==> src/rtl/contador_pkg.sv <==
// Shared definitions for the T flip-flop counter family: direction encodings,
// the parameter range check and the clamp rule applied to parallel-load values.
package contador_pkg;

  localparam logic DIR_UP = 1'b1;
  localparam logic DIR_DN = 1'b0;

  // Widest counter supported; load values are handled at this width plus one.
  localparam int MAX_W = 16;

  // True when the WIDTH/MODULO pair describes a usable counter.
  function automatic bit range_ok(input int width, input int modulo);
    return (width >= 1) && (width <= MAX_W) &&
           (modulo >= 2) && (modulo <= (1 << width));
  endfunction

  // Load values at or beyond the modulus land on the last legal count.
  function automatic logic [MAX_W:0] clamp_load(input logic [MAX_W:0] d,
                                                input logic [MAX_W:0] modulo);
    return (d < modulo) ? d : (modulo - {{MAX_W{1'b0}}, 1'b1});
  endfunction

endpackage

==> src/rtl/flip_flop_t_rst.sv <==
// One-bit T flip-flop with synchronous active-high reset and synchronous load.
// Priority: rst > ld > toggle.
module flip_flop_t_rst (
  input  logic clk,
  input  logic rst,
  input  logic ld,
  input  logic d,
  input  logic T,
  output logic Q
);

  // Reset clears, load overrides, otherwise toggle when T is high.
  always_ff @(posedge clk) begin
    if (rst) begin
      Q <= 1'b0;
    end else if (ld) begin
      Q <= d;
    end else begin
      Q <= Q ^ T;
    end
  end

endmodule

==> src/rtl/contador_ff_t.sv <==
// Modulo-M up/down counter built from a bank of T flip-flops, with parallel
// load, count enable and a combinational terminal-count flag.
// Build option: define CONTADOR_SAT_EN to saturate at the ends of the range
// instead of wrapping around.
module contador_ff_t
  import contador_pkg::*;
#(
  parameter int WIDTH  = 4,
  parameter int MODULO = 16
) (
  input  logic             clk,
  input  logic             rst,
  input  logic             en,
  input  logic             load,
  input  logic [WIDTH-1:0] d,
  input  logic             up_dn,
  output logic [WIDTH-1:0] q,
  output logic             tc
);

  if (!range_ok(WIDTH, MODULO)) begin : g_bad_params
    $error("contador_ff_t: WIDTH/MODULO out of range");
  end

  // One extra bit so MODULO = 2**WIDTH is representable and wraps cleanly.
  localparam logic [WIDTH:0] LAST = (WIDTH+1)'(MODULO - 1);
  localparam logic [WIDTH:0] ONE  = {{WIDTH{1'b0}}, 1'b1};

  logic [WIDTH:0]   q_ext;
  logic [WIDTH:0]   next_ext;
  logic             at_last;
  logic             at_zero;
  logic [WIDTH-1:0] t_vec;
  logic [MAX_W:0]   load_full;
  logic [WIDTH-1:0] load_val;
  logic             unused_bits;

  assign q_ext   = {1'b0, q};
  assign at_last = (q_ext == LAST);
  assign at_zero = (q_ext == '0);

  // Next count value; holds when disabled (load is handled by the flops).
  always_comb begin
    next_ext = q_ext;
    if (en) begin
      if (up_dn == DIR_UP) begin
        if (at_last) begin
`ifdef CONTADOR_SAT_EN
          next_ext = q_ext;
`else
          next_ext = '0;
`endif
        end else begin
          next_ext = q_ext + ONE;
        end
      end else begin
        if (at_zero) begin
`ifdef CONTADOR_SAT_EN
          next_ext = q_ext;
`else
          next_ext = LAST;
`endif
        end else begin
          next_ext = q_ext - ONE;
        end
      end
    end
  end

  // Each bit toggles exactly where the next value differs from the current one.
  assign t_vec = (load || !en) ? '0 : (q ^ next_ext[WIDTH-1:0]);

  assign load_full = clamp_load((MAX_W+1)'(d), (MAX_W+1)'(MODULO));
  assign load_val  = load_full[WIDTH-1:0];

  // High in the cycle before a wrap (or while saturated in the saturating build).
  assign tc = en & (((up_dn == DIR_UP) & at_last) | ((up_dn == DIR_DN) & at_zero));

  // Carry bit and clamp headroom are never consumed directly.
  assign unused_bits = ^{next_ext[WIDTH], load_full[MAX_W:WIDTH]};

  for (genvar i = 0; i < WIDTH; i++) begin : g_bits
    flip_flop_t_rst u_ff (
      .clk (clk),
      .rst (rst),
      .ld  (load),
      .d   (load_val[i]),
      .T   (t_vec[i]),
      .Q   (q[i])
    );
  end

endmodule
==> config.mk <==
export PLATFORM = sky130hd
export DESIGN_NAME = contador_ff_t
export DESIGN_NICKNAME = d
export VERILOG_FILES = /design/src/rtl/contador_pkg.sv /design/src/rtl/flip_flop_t_rst.sv /design/src/rtl/contador_ff_t.sv
export SDC_FILE = /design/constraint.sdc
export NUM_CORES = 1
export LEC_CHECK = 0
export BUFFER_PORTS_ARGS = -buffer_cell sky130_fd_sc_hd__buf_2
export CAP_MARGIN = 20
export CORE_AREA = 5 5 42 44
export DETAILED_ROUTE_END_ITERATION = 8
export DIE_AREA = 0 0 47 49
export PLACE_DENSITY = 0.56
export SYNTH_ARGS = -nofsm -noshare
export SYNTH_HDL_FRONTEND = slang
export SYNTH_HIERARCHICAL = 1
export SYNTH_SLANG_ARGS = --single-unit
==> constraint.sdc <==
create_clock -name clk -period 3.63 [get_ports clk]
set_input_delay 0.726 -clock clk [delete_from_list [all_inputs] [get_ports clk]]
set_output_delay 0.726 -clock clk [all_outputs]
set_load 0.02 [all_outputs]
==> results of run 1 <==
==> power breakdown <==
part | internal [µW] | total [µW] | switching, µW
Sequential | 48.2 | 56.6 | 8.42
Combinational | 27.4 | 55.5 | 28.1
Clock | 36.8 | 52.4 | 15.7
==> cells in the final DEF, fill, tap and decap left out, types with 2 or more instances in the layout <==
cell type and count:
nor2b_1 4, a211oi_2 4, xnor2_1 6, clkbuf_4 3, a21o_1 2, dfxtp_1 4
ha_1 2, inv_1 6, buf_2 13, nor2_1 3
==> cell type report <==
class,instances,area (µm²),area share [%]
multi-input combinational,33,279.0,57.03
sequential,4,80.08,16.37
timing repair buffer,13,65.06,13.30
clock buffer,3,22.52,4.604
inverter,6,22.52,4.604
tap,16,20.02,4.092
==> routing by layer <==
| metal | up-vias | part of all wire (%) |
|---|---|---|
| li1 | 185 | - |
| met1 | 145 | 44 |
| met2 | 9 | 47 |
| met3 | 0 | 8.9 |
| met4 | 0 | 0 |
| met5 | - | 0 |
==> logic make-up (layout without fill, tap and decap cells) <==
kind of cell	after synthesis	in the layout
xor gates and xnor gates	6	6
DFF	4	4
adders and majority gates	2	2
buffers and inverters	7	22
AOI/OAI and AO/OA	10	10
muxes	1	1
and+or+nand+nor	14	14
==> worst paths after layout <==
| kind | from | to | slack, ns | depth (start not counted) |
|---|---|---|---|---|
| min reg2reg | g_bits[3].u_ff/Q | g_bits[3].u_ff/Q | 0.67 | 2 |
| max | g_bits[0].u_ff/Q | tc | 1.36 | 5 |
| max reg2reg | g_bits[0].u_ff/Q | g_bits[1].u_ff/Q | 1.88 | 7 |
| min | g_bits[3].u_ff/Q | g_bits[3].u_ff/Q | 0.67 | 2 |
==> cell usage after synthesis, types with 2 or more instances <==
| library cell | count |
|---|---|
| a211oi_2 | 4 |
| a21o_1 | 2 |
| dfxtp_1 | 4 |
| ha_1 | 2 |
| inv_1 | 6 |
| nor2_1 | 3 |
| nor2b_1 | 4 |
| xnor2_1 | 6 |
==> critical path: cells and delay by family, from the launching register on <==
family	cells	cell delay, ns
buffers and inverters	2	0.26
adders and majority gates	1	0.18
AOI/OAI and AO/OA	1	0.18
and+or+nand+nor	1	0.31
DFF	1	0.38
==> metrics by stage <==
step | util (%) | power [µW] | setup slack (ns) | area [µm²] | instances
after floorplan | - | 97.99 | 1.486 | 392.9 | 44
after global placement | 33.30 | 113.4 | 1.384 | 466.7 | 72
after detailed placement | 33.30 | 112.8 | 1.368 | 466.7 | 72
after CTS | 34.91 | 169.0 | 1.338 | 489.2 | 75
after global routing | 34.91 | 179.7 | 1.212 | 489.2 | 75
final | 34.91 | 164.5 | 1.357 | 489.2 | 75
==> out/results.tsv, run 1 <==
stage	metric	value	unit
outcome	status	complete, no violations	
routing	Initial DRC Count	4	
routing	Pre-antenna DRT Iters	2	
synth	sequential share of the synthesized area	20.38	%
synth	Net Count, Synth	55	
synth	dominant register cell in the synthesized netlist	dfxtp_1	
power_and_ir_drop	Power Density	336.3	mW/mm²
floorplan	Ports	14	
sta	Worst Skew	0.004927	ns
synth	Synth Instances	44	
power_and_ir_drop	IR drop worst, VDD	0.0001649	V
critical_path	peak per-stage delay on the critical path	0.38	ns
sta	Pins Over Slew Limit	0	
clocking	Worst-Skew Late Latency	0.23	ns
sta	RSZ-0062 raised after global routing	false	
synth	combinational family with the most area after synthesis	compound AO/OA/AOI/OAI gates	
final_layout	number of fill cells	167	
critical_path	Worst Path Max Fanout	8	
global_routing	largest net degree at the start of global routing	10	
synth	top area cells in the synthesized netlist	dfxtp_1 (20%), xnor2_1 (13%), a211oi_2 (13%), ha_1 (6.4%), nor2b_1 (6.4%)	
global_routing	gr busiest metal	met2	
synth	Mapped Avg Cell Area	8.929	µm²
floorplan	Initial Utilization	28.04	%
floorplan	Core Region	0.001401	mm²
synth	Synth top area share	20.38	%
synth	Synthesis Warnings	6	
floorplan	num rows	14	
routing	WL final	766	µm
synth	Synth Area in XOR/XNOR	13.38	%
critical_path	startpoint types	flip-flop	
critical_path	nature of the critical path endpoint	output port	
synth	Post-synth EDFFs	0	
critical_path	crit path cell chain	inv_1 -> ha_1 -> nor4b_1 -> o21a_1 -> buf_2	
clocking	clock sink count	4	
global_routing	initial antenna violation count	0	
sta	crit share post-route	62.61	%
global_routing	GR Util All Layers	8.023	%
synth	cell taking the most area after synthesis	dfxtp_1	
sta	final hold vios	0	
routing	Vias/cell	4.520	
clocking	clock root buffer	clkbuf_4	
critical_path	WP data required	2.90	ns
synth	Seq cells post-synth	4	
final_layout	Largest Register	g_bits.u_ff/Q	
clocking	post-CTS sizing	0	
synth	fraction of registers with async set or reset after synthesis	0	%
worst_hold_path	Worst Hold Class	flip-flop to flip-flop	
final_layout	largest registers	g_bits.u_ff/Q (4)	
global_routing	number of global-route vias before repair	356	
final_layout	layout cell share with drive strength beyond 1	37.29	%
routing	WL/cell	10.21	µm
routing	antenna viol nets, final	0	
global_routing	met3 Resource Use GR	3.690	%
synth	Synth Area in Compound Gates	25.16	%
final_layout	max FFs per register	4	
sta	Worst Hold Margin	0.6655	ns
final_layout	Diodes inserted	0	
critical_path	CP arrival	1.55	ns
floorplan	die footprint	0.002303	mm²
clocking	Setup Fix Bufs, Post-CTS	0	
sta	Max Freq	440.0	MHz
placed_design	port bufs	13	
final_layout	Synth-to-Final Area Change	24.52	%
clocking	CTS tree	done	
synth	Yosys cell types	21	
global_routing	first-pass GRT wire length	1352	µm
sta	Slew headroom	76.18	%
clocking	CTS buffer count	3	
sta	fin crit period	2.273	ns
clocking	clock-pin transition on the worst setup and hold timing paths	0.04	ns
sta	Worst Tran Pin Value	0.3523	ns
floorplan	Die Ht	49	µm
clocking	Clock H-tree levels	1	
placed_design	GPL Wtd Cong	0.6571	
global_routing	met2 usage	11.76	%
routing	DRC	0	
sta	final-report setup violation count	0	
global_routing	met1 Use GR	8.772	%
floorplan	Die W	47	µm
critical_path	WS Path Type	flip-flop to output port	
synth	Simple-Gate Fraction of Synth Area	23.57	%
critical_path	critical path's slowest cell	dfxtp_1	
global_routing	remaining global-route overflow	0	
synth	post-synthesis mux area share	2.548	%
final_layout	# nets final	72	
sta	TNS Setup	0	ns
clocking	Max clock buf depth	2	
run	max_cap viols	0	
synth	adder and majority gate portion of the synthesized area	6.369	%
routing	total number of vias	339	
synth	Synth Cell Area	392.9	µm²
clocking	hold_buf cts	0	
power_and_ir_drop	Leak	0.0002225	µW
(Power assumes the default switching activity.)
==> run 2: changes to the inputs <==
- ABC_AREA: default -> 1
- PLACE_DENSITY: 0.56 -> 0.6
- clock period: 3.63 -> 1.9 ns (I/O delays scaled with it)
==> out/results.tsv, run 2 <==
stage	metric	value	unit
synth	dominant register cell in the synthesized netlist	dfxtp_1	
clocking	clock root buffer	clkbuf_4	
synth	Synthesis Warnings	6	
routing	Post-Route M1 WL	425	µm
power_and_ir_drop	Switch Pwr	105.5	µW
synth	Post-synth EDFFs	0	
floorplan	Ports	14	
sta	Pins Over Slew Limit	0	
power_and_ir_drop	clock network fraction of total power	33.1	%
outcome	status	complete, no violations	
clocking	hold_buf cts	0	
power_and_ir_drop	IR drop worst, VDD	0.0003153	V
final_layout	largest registers	g_bits.u_ff/Q (4)	
sta	Max Freq	563.0	MHz
final_layout	# nets final	111	
synth	sequential share of the synthesized area	18.93	%
sta	final hold vios	0	
clocking	clock sink count	4	
routing	DR WL met3	58	µm
synth	Mapped Avg Cell Area	5.221	µm²
clocking	clock-pin transition on the worst setup and hold timing paths	0.03	ns
synth	top area cells in the synthesized netlist	dfxtp_1 (19%), inv_1 (16%), nand2_1 (16%), nor2_1 (14%), nand3_1 (11%)	
floorplan	Initial Utilization	30.18	%
critical_path	Worst Path Max Fanout	6	
synth	Seq cells post-synth	4	
worst_hold_path	Worst Hold Class	input port to flip-flop	
sta	crit share post-route	93.49	%
critical_path	WP data required	1.52	ns
sta	Worst Hold Margin	0.4379	ns
power_and_ir_drop	Comb power frac	33.8	%
sta	Slew headroom	84.15	%
final_layout	layout cell share with drive strength beyond 1	22.45	%
sta	Worst Skew	0.003867	ns
clocking	CTS buffer count	3	
critical_path	startpoint types	flip-flop	
routing	WL/cell	8.149	µm
floorplan	die footprint	0.002303	mm²
sta	RSZ-0062 raised after global routing	false	
final_layout	Largest Register	g_bits.u_ff/Q	
routing	total number of vias	487	
global_routing	largest net degree at the start of global routing	9	
routing	Initial DRC Count	6	
run	max_cap viols	0	
routing	routed wl met2	444	µm
synth	Synth Instances	81	
critical_path	nature of the critical path endpoint	output port	
routing	WL final	929	µm
global_routing	initial antenna violation count	0	
power_and_ir_drop	fraction of power spent switching nets	33.93	%
critical_path	FF-to-FF path depth	10	
synth	fraction of registers with async set or reset after synthesis	0	%
worst_hold_path	hold path depth	4	
sta	TNS Setup	0	ns
routing	Vias/cell	4.272	
final_layout	max FFs per register	4	
final_layout	Diodes inserted	0	
floorplan	Core Region	0.001401	mm²
floorplan	Die W	47	µm
clocking	Setup Fix Bufs, Post-CTS	0	
clocking	Clock H-tree levels	1	
global_routing	remaining global-route overflow	0	
routing	Pre-antenna DRT Iters	4	
clocking	Max clock buf depth	2	
clocking	CTS tree	done	
floorplan	Die Ht	49	µm
synth	Post-synth top cells	inv_1 (18), nand2_1 (18), nor2_1 (16)	
routing	DRC	0	
power_and_ir_drop	share of total power in sequential cells	33.1	%
clocking	Worst-Skew Late Latency	0.23	ns
placed_design	Post-DP HPWL	778.4	µm
power_and_ir_drop	Int Power	205.6	µW
sta	fin crit period	1.776	ns
synth	Net Count, Synth	92	
placed_design	port bufs	13	
power_and_ir_drop	Power Density	576.9	mW/mm²
synth	Synth Cell Area	422.9	µm²
final_layout	number of fill cells	172	
power_and_ir_drop	Leak	0.0003160	µW
routing	antenna viol nets, final	0	
critical_path	WS Path Type	flip-flop to output port	
critical_path	CP arrival	1.40	ns
global_routing	number of global-route vias before repair	441	
global_routing	first-pass GRT wire length	1704	µm
synth	Yosys cell types	15	
synth	Synth top area share	18.93	%
sta	final-report setup violation count	0	
global_routing	GR Util All Layers	9.923	%
routing	Top Layer Used	met3	
sta	Worst Tran Pin Value	0.2374	ns
final_layout	most frequent cells in the layout	inv_1 (18), nand2_1 (18), nor2_1 (16)	
final_layout	Synth-to-Final Area Change	27.51	%
placed_design	GPL Wtd Cong	0.7373	
synth	cell taking the most area after synthesis	dfxtp_1	
floorplan	num rows	14	
-- run 2: path summary, 6_finish.rpt --
kind	startpoint	to	slack (ns)
max	g_bits[0].u_ff/Q	tc	0.12
max reg2reg	g_bits[0].u_ff/Q	g_bits[1].u_ff/Q	0.26
min	rst	g_bits[1].u_ff/Q	0.44
min reg2reg	g_bits[1].u_ff/Q	g_bits[1].u_ff/Q	0.59
-- run 2: timing repair --
action / 4_1_cts / 5_1_grt
setup endpoints to repair: 0 / 2
hold endpoints to repair: 0 / 0
gates resized for setup: 0 / 1
-- run 2: final cells by class --
class | count | area (µm²) | share of cell area [%]
clock buffers | 3 | 22.52 | 4.176
inverters | 22 | 82.58 | 15.31
repair buffers | 14 | 72.57 | 13.46
multi-input cells | 55 | 260.3 | 48.26
well taps | 16 | 20.02 | 3.712
flip-flops and latches | 4 | 81.33 | 15.08
-- run 2: layer usage --
metal  global-route usage [%]  up-vias
li1                         -      281
met1                    12.06      196
met2                    14.93       10
met3                    1.845        0
met4                    6.912        0
met5                        0        -
-- run 2: cell families after synthesis --
family	share of synthesized area, %
and+or+nand+nor	46.45
buffers and inverters	19.52
AOI/OAI and AO/OA	7.101
DFF	18.94
adders and majority gates	5.916
xor gates and xnor gates	2.071
-- run 2: through the flow --
| stage | std cells | util [%] | area [µm²] | worst slack (ns) | total power (µW) |
|---|---|---|---|---|---|
| after floorplan | 81 | - | 422.9 | 0.1495 | 175.9 |
| after global placement | 111 | 36.79 | 515.5 | 0.2522 | 207.6 |
| after detailed placement | 111 | 36.79 | 515.5 | 0.1941 | 210.1 |
| after CTS | 114 | 38.39 | 538.0 | 0.05932 | 319.9 |
| after global routing | 114 | 38.48 | 539.3 | 0.001951 | 346.8 |
| final | 114 | 38.48 | 539.3 | 0.1237 | 311.1 |
-- run 2: power groups by stage --
stage / logic, µW / registers (µW) / clock network [µW]
after floorplan: 64.4 / 112 / 0
after global placement: 104 / 104 / 0
after detailed placement: 106 / 104 / 0
after CTS: 107 / 103 / 111
after global routing: 124 / 105 / 117
final: 105 / 103 / 103
-- run 2: worst max-delay path, cell delays in order (launching register included) --
cell and delay, ns:
dfxtp_1 0.40, inv_1 0.09, ha_1 0.22, nand2_1 0.11, nand2_1 0.07, o21ai_0 0.07
nor2_1 0.05, buf_2 0.15
==> run 3: changes to the inputs <==
- SETUP_SLACK_MARGIN: default -> 0.5
==> out/results.tsv, run 3 (synthesis gave the netlist of run 2 again) <==
stage	metric	value	unit
routing	antenna viol nets, final	0	
floorplan	Initial Utilization	30.18	%
routing	Pre-antenna DRT Iters	4	
final_layout	number of fill cells	145	
placed_design	DP Area	533.0	µm²
sta	RSZ-0062 raised after global routing	true	
clocking	Clock H-tree levels	1	
floorplan	Ports	14	
critical_path	WS Path Type	flip-flop to output port	
floorplan	Core Region	0.001401	mm²
critical_path	critical path's slowest cell	dfxtp_4	
final_layout	Synth-to-Final Area Change	65.38	%
critical_path	nature of the critical path endpoint	output port	
critical_path	R2R Path End	g_bits[3].u_ff/Q	
power_and_ir_drop	Power Density	520.6	mW/mm²
sta	Max Freq	630.4	MHz
final_layout	layout cell share with drive strength beyond 1	45.28	%
placed_design	Post-DP HPWL	747.2	µm
critical_path	crit path cell chain	inv_4 -> ha_4 -> nand2_2 -> nand2_2 -> o21ai_2 -> nor2_2 -> buf_6	
sta	Worst Skew	0.004400	ns
routing	total number of vias	538	
placed_design	port bufs	13	
final_layout	Diodes inserted	0	
worst_hold_path	Hold Path End	g_bits[0].u_ff/Q	
sta	Pins Over Slew Limit	0	
final_layout	Largest Register	g_bits.u_ff/Q	
clocking	clock root buffer	clkbuf_4	
global_routing	number of global-route vias before repair	465	
sta	crit share post-route	83.49	%
critical_path	CP arrival	1.21	ns
final_layout	largest registers	g_bits.u_ff/Q (4)	
power_and_ir_drop	IR drop worst, VDD	0.0003893	V
critical_path	crit-path most repeated cell	nand2_2	
sta	fin crit period	1.586	ns
run	max_cap viols	0	
critical_path	Worst Path Max Fanout	4	
floorplan	num rows	14	
final_layout	Multi-input gate area	336.6	µm²
critical_path	Critical Path Source	g_bits[0].u_ff/Q	
outcome	status	complete, no violations	
worst_hold_path	hold path depth	4	
global_routing	initial antenna violation count	0	
global_routing	remaining global-route overflow	0	
floorplan	Die Ht	49	µm
routing	Vias/cell	4.410	
sta	TNS Setup	0	ns
final_layout	design area	699.4	µm²
worst_hold_path	Worst Min Path Start	rst	
clocking	clock-pin transition on the worst setup and hold timing paths	0.04	ns
critical_path	R2R Setup Slk	0.38	ns
power_and_ir_drop	Leak	0.0003785	µW
sta	Slew headroom	81.09	%
routing	WL final	1134	µm
routing	DRC	0	
clocking	CTS buffer count	3	
floorplan	Die W	47	µm
sta	final hold vios	0	
global_routing	largest net degree at the start of global routing	9	
critical_path	peak per-stage delay on the critical path	0.36	ns
sta	final-report setup violation count	0	
floorplan	die footprint	0.002303	mm²
clocking	Max clock buf depth	2	
sta	Worst Tran Pin Value	0.2827	ns
worst_hold_path	Worst Hold Class	input port to flip-flop	
clocking	Worst-Skew Late Latency	0.23	ns
clocking	clock sink count	4	
routing	Initial DRC Count	18	
routing	WL/cell	9.295	µm
final_layout	most frequent cells in the layout	inv_1 (15), nand2_1 (14), nor2_1 (13)	
critical_path	startpoint types	flip-flop	
final_layout	storage element area	90.09	µm²
placed_design	GPL Wtd Cong	0.7475	
final_layout	commonest non-fill, non-tap cell in the layout	inv_1	
clocking	CTS tree	done	
global_routing	first-pass GRT wire length	1821	µm
global_routing	GR Util All Layers	10.49	%
critical_path	FF-to-FF path depth	14	
clocking	hold_buf cts	0	
critical_path	reg2reg start	g_bits[0].u_ff/Q	
final_layout	max FFs per register	4	
critical_path	WP data required	1.52	ns
final_layout	# nets final	118	
run 3: cell count changes in the layout (fill, tap and decap cells not counted), sizes merged:
cell    delta
clkbuf     +1
buf        +7
run 3: report_power, final:
group          internal, µW  total [µW]  leakage (µW)  switching [µW]
Clock                  78.8         114     0.0000150            35.0
Combinational          64.6         145      0.000328            79.9
Sequential             92.0         106     0.0000350            13.8
Total                   235         364      0.000379             129
run 3: critical path: cells and delay by family, from the launching register on:
| kind | cells | cell delay, ns |
|---|---|---|
| adder cells (fa/ha/maj) | 1 | 0.13 |
| buffers and inverters | 2 | 0.18 |
| AO/OA/AOI/OAI | 1 | 0.06 |
| flip-flops | 1 | 0.36 |
| AND/OR/NAND/NOR | 3 | 0.24 |
run 3: worst max path at each step:
stage	depth (start not counted)	endpoint
final	7	tc
after global placement	10	g_bits[1].u_ff/Q
after global routing	7	tc
after CTS	7	tc
after floorplan	10	g_bits[1].u_ff/Q
after detailed placement	10	g_bits[1].u_ff/Q
run 3: through the flow:
step                instances  total power, µW  setup slack (ns)  hold slack, ns  utilization, %
CTS                       120            358.3            0.2705          0.4332           47.86
global placement          110            214.3            0.3746          0.5949           38.04
floorplan                  81            182.2            0.4089          0.5184               -
detailed placement        110            214.1            0.3785          0.6001           38.04
finish                    122            364.1            0.3137          0.4297           49.91
global route              122            393.7            0.2511          0.4547           49.91
run 3: area by class of cell:
cell class | instances | area share [%]
multi-input cells | 55 | 48.12
repair buffers | 21 | 19.86
flip-flops and latches | 4 | 12.88
inverters | 22 | 12.52
clock buffers | 4 | 3.757
well taps | 16 | 2.862
run 3: repair_timing:
action                                  CTS  global route
pin swaps                                 8             8
endpoints found under the setup margin    3             3
setup buffers                             6             2
resized for setup                        18             6
endpoints found under the hold margin     0             0
run 3: metal layers:
metal,global-route usage [%],share of wire [%]
met5,0,0
met4,4.147,0
met3,2.214,3.0
met2,17.19,53
met1,12.75,44
